<file path="src/rtl/draw_rot_sprite.sv">
// Rotated-sprite rasteriser: one framebuffer pixel per clock from quarter-turn ROM frames.
// Optional DRAW_ROT_SPRITE_TRANSPARENCY_EN suppresses writes of the transparent colour.
module draw_rot_sprite #(
    parameter int SPRITE_SIZE  = 32,
    parameter int N_FRAMES     = 6,
    parameter int COLOR_W      = 3,
    parameter int COORD_W      = 10,
    parameter int TRANSP_COLOR = 0,
    localparam int LOG_S   = $clog2(SPRITE_SIZE),
    localparam int FRAME_W = (N_FRAMES > 1) ? $clog2(N_FRAMES) : 1,
    localparam int ADDR_W  = $clog2(N_FRAMES) + 2 * LOG_S
) (
    input  logic               clk,
    input  logic               reset,
    input  logic               plot,
    input  logic [COORD_W-1:0] x_pos,
    input  logic [COORD_W-1:0] y_pos,
    input  logic [FRAME_W-1:0] frame,
    input  logic [1:0]         quadrant,
    output logic [ADDR_W-1:0]  rom_addr,
    input  logic [COLOR_W-1:0] rom_data,
    output logic               busy,
    output logic               done,
    output logic               write_en,
    output logic [COORD_W-1:0] x,
    output logic [COORD_W-1:0] y,
    output logic [COLOR_W-1:0] color
);

    localparam logic [1:0] ST_IDLE  = 2'd0;
    localparam logic [1:0] ST_DRAW  = 2'd1;
    localparam logic [1:0] ST_FLUSH = 2'd2;

    localparam logic [LOG_S-1:0]   CNT_MAX = LOG_S'(SPRITE_SIZE - 1);
    localparam logic [FRAME_W-1:0] FRAME_MAX = FRAME_W'(N_FRAMES - 1);
    localparam logic [COLOR_W-1:0] TRANSP = COLOR_W'(TRANSP_COLOR);

`ifdef DRAW_ROT_SPRITE_TRANSPARENCY_EN
    localparam bit TRANSP_EN = 1'b1;
`else
    localparam bit TRANSP_EN = 1'b0;
`endif

    logic [1:0]         state_reg;
    logic               flush_reg;
    logic [LOG_S-1:0]   i_reg;
    logic [LOG_S-1:0]   j_reg;
    logic [COORD_W-1:0] x_pos_reg;
    logic [COORD_W-1:0] y_pos_reg;
    logic [FRAME_W-1:0] frame_reg;
    logic [1:0]         quad_reg;

    logic               s1_valid_reg;
    logic               s1_last_reg;
    logic [LOG_S-1:0]   s1_i_reg;
    logic [LOG_S-1:0]   s1_j_reg;

    logic               write_en_reg;
    logic               done_reg;
    logic [COORD_W-1:0] x_reg;
    logic [COORD_W-1:0] y_reg;
    logic [COLOR_W-1:0] color_reg;

    logic [FRAME_W-1:0] frame_clamped;
    logic [LOG_S-1:0]   src_c;
    logic [LOG_S-1:0]   src_r;
    logic [FRAME_W+2*LOG_S-1:0] addr_full;
    logic               opaque;

    assign frame_clamped = (int'(frame) >= N_FRAMES) ? FRAME_MAX : frame;

    // S-1-n is the bitwise complement of n because S is a power of two.
    always_comb begin
        src_c = i_reg;
        src_r = j_reg;
        case (quad_reg)
            2'd0: begin src_c = i_reg;  src_r = j_reg;  end
            2'd1: begin src_c = j_reg;  src_r = ~i_reg; end
            2'd2: begin src_c = ~i_reg; src_r = ~j_reg; end
            2'd3: begin src_c = ~j_reg; src_r = i_reg;  end
            default: begin src_c = i_reg; src_r = j_reg; end
        endcase
    end

    // frame*S^2 + r*S + c is a plain concatenation for power-of-two S.
    assign addr_full = {frame_reg, src_r, src_c};
    assign rom_addr  = (state_reg == ST_DRAW) ? addr_full[ADDR_W-1:0] : '0;

    always_ff @(posedge clk) begin
        if (reset) begin
            state_reg <= ST_IDLE;
            flush_reg <= 1'b0;
            i_reg     <= '0;
            j_reg     <= '0;
            x_pos_reg <= '0;
            y_pos_reg <= '0;
            frame_reg <= '0;
            quad_reg  <= '0;
        end else begin
            case (state_reg)
                ST_IDLE: begin
                    if (plot) begin
                        x_pos_reg <= x_pos;
                        y_pos_reg <= y_pos;
                        frame_reg <= frame_clamped;
                        quad_reg  <= quadrant;
                        i_reg     <= '0;
                        j_reg     <= '0;
                        state_reg <= ST_DRAW;
                    end
                end
                ST_DRAW: begin
                    i_reg <= i_reg + LOG_S'(1);
                    if (i_reg == CNT_MAX) begin
                        j_reg <= j_reg + LOG_S'(1);
                        if (j_reg == CNT_MAX) begin
                            state_reg <= ST_FLUSH;
                            flush_reg <= 1'b0;
                        end
                    end
                end
                ST_FLUSH: begin
                    if (flush_reg) begin
                        state_reg <= ST_IDLE;
                        flush_reg <= 1'b0;
                    end else begin
                        flush_reg <= 1'b1;
                    end
                end
                default: state_reg <= ST_IDLE;
            endcase
        end
    end

    // Stage 1 tracks the pixel whose address the ROM is registering this edge.
    always_ff @(posedge clk) begin
        if (reset) begin
            s1_valid_reg <= 1'b0;
            s1_last_reg  <= 1'b0;
            s1_i_reg     <= '0;
            s1_j_reg     <= '0;
        end else begin
            s1_valid_reg <= (state_reg == ST_DRAW);
            s1_last_reg  <= (state_reg == ST_DRAW) && (i_reg == CNT_MAX) && (j_reg == CNT_MAX);
            s1_i_reg     <= i_reg;
            s1_j_reg     <= j_reg;
        end
    end

    assign opaque = !TRANSP_EN || (rom_data != TRANSP);

    always_ff @(posedge clk) begin
        if (reset) begin
            write_en_reg <= 1'b0;
            done_reg     <= 1'b0;
            x_reg        <= '0;
            y_reg        <= '0;
            color_reg    <= '0;
        end else begin
            write_en_reg <= s1_valid_reg && opaque;
            done_reg     <= s1_valid_reg && s1_last_reg;
            if (s1_valid_reg) begin
                x_reg     <= x_pos_reg + COORD_W'(s1_i_reg);
                y_reg     <= y_pos_reg + COORD_W'(s1_j_reg);
                color_reg <= rom_data;
            end
        end
    end

    assign busy     = (state_reg != ST_IDLE);
    assign done     = done_reg;
    assign write_en = write_en_reg;
    assign x        = x_reg;
    assign y        = y_reg;
    assign color    = color_reg;

endmodule

</file>
<file path="config.mk">
export PLATFORM = sky130hd
export DESIGN_NAME = draw_rot_sprite
export DESIGN_NICKNAME = d
export VERILOG_FILES = /design/src/rtl/draw_rot_sprite.sv
export SDC_FILE = /design/constraint.sdc
export NUM_CORES = 1
export LEC_CHECK = 0
export CORE_MARGIN = 5
export CORE_UTILIZATION = 54
export CTS_CLUSTER_SIZE = 30
export DETAILED_ROUTE_END_ITERATION = 10
export PLACE_DENSITY_LB_ADDON = 0.12
export SKIP_LAST_GASP = 1
export SYNTH_ARGS = -nofsm -noshare
export SYNTH_HDL_FRONTEND = slang
export SYNTH_SLANG_ARGS = --single-unit
export TNS_END_PERCENT = 1
</file>
<file path="constraint.sdc">
create_clock -name clk -period 4.7 [get_ports clk]
set_clock_uncertainty 0.1 [all_clocks]
set_input_delay 0.705 -clock clk [delete_from_list [all_inputs] [get_ports clk]]
set_output_delay 0.705 -clock clk [all_outputs]
set_load 0.01 [all_outputs]
</file>
* After elaboration in Yosys (flattened, before gate mapping)
Index checks and enable logic that the tools add are counted.
Widths: inputs -> output; s select.
** Storage, ports and cells
- Flip-flop bits (word level) :: 75
- Bits in latches :: 0
- RAM bits :: 0
- ROM bits :: 0
- Output and inout bits :: 39
- Word-level logic and storage cells :: 65
- Memories kept :: 0
** Cells by class
- Add/subtract/negate cells :: 4
- Multiply operators :: 0
- Divide/modulo/power cells :: 0
- Magnitude comparators :: 1
- Eq/ne operators :: 11
- Shifts and indexed selects :: 0
- Mux-type cells :: 17
- Bitwise operators :: 2
- Reductions and logical operators :: 13
** Operator list (number)
- $pmux 5 s4 :: 2
- $add 10x5->10 :: 2
- $pmux 5 s2 :: 2
- $mux 13 :: 1
- $add 5x1->5 const B :: 2
- $eq 5x5->1 const B :: 2
- $mux 5 :: 2
- $not 5->5 :: 2
- $mux 2 :: 4
- $ne 2x2->1 const B :: 4
- $eq 2x2->1 const B :: 3
- $pmux 2 s3 :: 1
- $reduce_and 3->1 :: 2
- $reduce_bool 2->1 :: 3
- $eq 2x1->1 const B :: 2
- $logic_not 2->1 :: 2
- $reduce_and 2->1 :: 2
- $reduce_and 4->1 :: 1
- $ge 3x3->1 const B :: 1
- $logic_and 1x1->1 :: 3
- $mux 1 :: 3
- $mux 3 :: 1
- $pmux 1 s2 :: 1

* Depth between registers and ports, before layout
- Depth in word-level cells :: 4
- Gate-level depth with buffers :: 8
- Depth with buffers taken out :: 7

* Worst setup path after synthesis
Ideal clock, no wire load.
- Kind :: register to output
- Start point :: register quad_reg[0]
- End point :: output rom_addr[7]
- Arrival time :: 1.251 ns
- Slack :: 2.644 ns
- Cell stages (with the launch flop) :: 6
- Path buffers :: 2
- Path through :: dfxtp_1 buf_2 buf_1 mux2i_1 xnor2_1 nor2_1
** On the way
- Longest elaborated chain between the ends :: 3
- Elaborated cells on any way between the ends :: 6
** RTL lines
- from (decl) :: line 51 : logic [1:0] quad_reg;
- from (signal assigned) :: line 106 : quad_reg <= quadrant;
- $eq 2x2->1, or another cell as far along :: line 76 : case (quad_reg)
- $pmux 5 s4 (*) :: line 76
- $mux 13 (*) :: line 87 : assign rom_addr = (state_reg == ST_DRAW) ? addr_full[ADDR_W-1:0] : '0;
- to (decl) :: line 20 : output logic [ADDR_W-1:0] rom_addr,
Mark *: on every way between the ends. The rest lies on a longest branch, timed or not.

* Worst setup path in the final report
- Start point :: register state_reg[0]
- End point :: output rom_addr[10]
** On the way
- Longest elaborated chain between the ends :: 2
** RTL lines
- from (decl) :: line 44 : logic [1:0] state_reg;
- from (signal assigned) :: line 91 : state_reg <= ST_IDLE;
- from (signal assigned) :: line 109 : state_reg <= ST_DRAW;
- from (signal assigned) :: line 117 : state_reg <= ST_FLUSH;
- $eq 2x1->1 :: line 87
- $mux 13 :: line 87
No other way between the ends.

==> metrics.md <==
| Metric | Value |
|---|---|
| Flops & latches, synth | 75 |
| Worst hold start | frame_reg[2] |
| Hpwl dp | 5730 µm |
| Max-cap violations | 0 |
| Busiest grt layer | met2 |
| CTS tree | done |
| Core ar. | 0.00642 mm² |
| Area grow syn2layout | 24.0% |
| Setup TNS | 0 ps |
| Overall power consumption | 1.34 mW |
| Via Count | 3,164 |
| Post_cts resized | 0 |
| Vias per inst | ~5.7 |
| Clk sinks | 75 |
| Post-synth EDFFs | 0 |
| Fin crit share | 62.4% |
| Leak | 1.67 nW |
| CTS Hold Bufs | 0 |
| Commonest cells after routing, fill and taps aside | 75 x dfxtp_1, 68 x clkdlybuf4s50_1, 62 x nand2_1 |
| Worst R2R Start | y_pos_reg[0] |
| GP Congestion | roughly 0.85 |
| Startpoint type of the worst setup path | flop |
| GR Overflow Total | 0 |
| WL/cell | 14.8 µm |
| Cell Area, Synth | 0.00359 mm² |
| DR DRC count | 0 |
| H-tree Lvls | 3 |
| First-pass GRT wire length | 13,400 µm |
| CP Class | flop to primary output |
| Setup bufs post-CTS | 0 |
| Primary FF master, synth | dfxtp_1 |
| WHS Endpoint | frame_reg[2] |
| Post-synth ARST share | 0% |
| # fillers | 530 |
| Synth Net Count | between 400 and 500 |
| Initial core utilization | 56.0% |
| Hold Worst Slack | 359 ps |
| Arrival @ worst endpoint | ~2100 ps |
| Netlist cell types | between 40 and 50 |
| Met2 Usage GRT | between 30 and 40% |
| RSZ-0062 raised after global routing | false |
| Drt initial violations | 132 |
| Commonest non-fill, non-tap cell in the layout | dfxtp_1 |
| Synth warnings | 0 |
| Relative slew margins | 32.9% |
| Seq/Total Area, Yosys | between 40% and 50% |
| Finished layout cell area | around 0.0045 mm² |
| Drt pass-1 iters | 5 |
| Hold Path Class | flop to flop |
| Nets | between 500 and 600 |
| Syn avg cell area | 8.46 µm² |
| Minimum clock period | slightly below 3000 ps |
| N_diodes | 0 |
| Peak supply drop | about 0.23 mV |
| Die Span Y | 91.6 µm |
| Placed insts | approximately 550 |
| RR Endpoint | y[6] |
| Finished Layout Cells | 560 |
| Worst-path maximum fanout | 11 |
| Register-to-Register Path Depth | 7 |
| Routing usage on met3 | under 10% |
| Antenna Violating Nets Remaining | 0 |
| Worst path required time | a little under 4000 ps |
| Port Buffers | between 60 and 70 |
| CP endpoint kind | primary output |
| Hold path cells | 2 |
| Die footprint | 0.00839 mm² |
| Die Width | 91.6 µm |
| Fin. Hold Viols | 0 |
| Outcome | completed |
| Worst-margin pin slew | 1000 ps |
| Row count | 29 |
| Syn Inst Count | 425 |
| Largest net degree at the start of global routing | 44 |
| Layout cells sized above 1 | 5.80% |
| Endpoints failing setup | 0 |
| I/O pin count | 70 |
| Max-slew violation count | 0 |
| Overall Global Routing Usage | between 15 and 20% |
| Clock buffer depth | 2 |
| Placed inst area | 0.00425 mm² |
| Via count of the first global-routing pass | 2,884 |
| Clock Latency Late Sink | 340 ps |
| Worst-path clk slew | ~80 ps |
| DRT Wirelength | 8290 µm |
| Power density over cell area | 301 mW/mm² |
| Met1 usage | 24.9% |
| Initial antenna violation count | 0 |
| Worst R2R Setup Slack | 2600 ps |
| Fmax | 341 MHz |
| Root Driver | clkbuf_8 |
| TritonCTS buffer count | 9 |
## final cells by class
type	instances	area (µm²)	area share [%]
clock buffer	12	165	3.71
clock inverter	2	35.0	0.787
inverter	10	37.5	0.843
multi-input combinational	312	1910	42.9
sequential	75	1500	33.7
tap	77	96.3	2.16
timing repair buffer	72	708	15.9
## report_power, final
group	switching [mW]	internal, mW
clock	0.221	0.282
sequential	0.0231	0.658
combinational	0.0788	0.0779
## per-layer routing
| layer | vias up | part of all wire [%] |
|---|---|---|
| met2 | 82 | 48 |
| met3 | 7 | 5.4 |
| met5 | - | 0 |
| met4 | 0 | 1.1 |
| met1 | 1489 | 46 |
| li1 | 1586 | - |
## cells in the mapped netlist (2+ instances only)
library cell	number	area, µm²
dfxtp_1	75	1500
nand2_1	62	233
nor2_1	55	206
a21oi_1	40	200
clkbuf_1	15	56.3
nor2b_1	15	93.8
ha_1	14	175
mux2i_1	13	130
inv_1	10	37.5
nor3_1	9	45.0
o21ai_0	9	45.0
nand3_1	8	40.0
a211oi_1	7	52.6
xnor2_1	7	61.3
buf_2	6	30.0
xor2_1	6	52.6
a211o_1	4	35.0
a31oi_1	4	25.0
nand3b_1	4	30.0
o31ai_1	4	30.0
or4_1	4	30.0
a2111oi_0	3	26.3
a21o_1	3	22.5
a22oi_1	3	22.5
a311oi_1	3	26.3
and2_1	3	18.8
and3_1	3	18.8
buf_6	3	33.8
nand4_1	3	18.8
o21a_1	3	22.5
a2111oi_1	2	20.0
a211oi_2	2	25.0
buf_1	2	7.51
fa_1	2	40.0
nor4b_1	2	17.5
o2111a_1	2	22.5
o21a_2	2	17.5
or3_1	2	12.5
## cells by family after synthesis
family / Yosys count / synth area share (%)
muxes: 13 / 3.62
adders and majority gates: 16 / 5.99
and+or+nand+nor: 174 / 22.3
AOI/OAI and AO/OA: 96 / 18.0
xor gates and xnor gates: 13 / 3.17
buffers and inverters: 38 / 5.19
DFF: 75 / 41.8
## critical path: stages, from the launching register on
cell,delay [ps]
dfxtp_1,510
nor2b_1,490
and2_1,240
clkdlybuf4s50_1,540
## per-stage QoR
| stage | util (%) | setup slack (ps) |
|---|---|---|
| floorplan | - | 2640 |
| global placement | 66.2 | 2190 |
| detailed placement | 66.2 | 2120 |
| CTS | 69.4 | 1750 |
| global route | 69.4 | 1640 |
| finish | 69.4 | 1760 |
## worst max-delay path by stage
| stage | end | start |
|---|---|---|
| after floorplan | rom_addr[7] | quad_reg[0] |
| after CTS | rom_addr[3] | quad_reg[0] |
| after global placement | rom_addr[10] | state_reg[0] |
| after global routing | rom_addr[10] | state_reg[0] |
| final | rom_addr[10] | state_reg[0] |
| after detailed placement | rom_addr[3] | quad_reg[0] |
No activity file was read; power rests on OpenSTA's default activity.
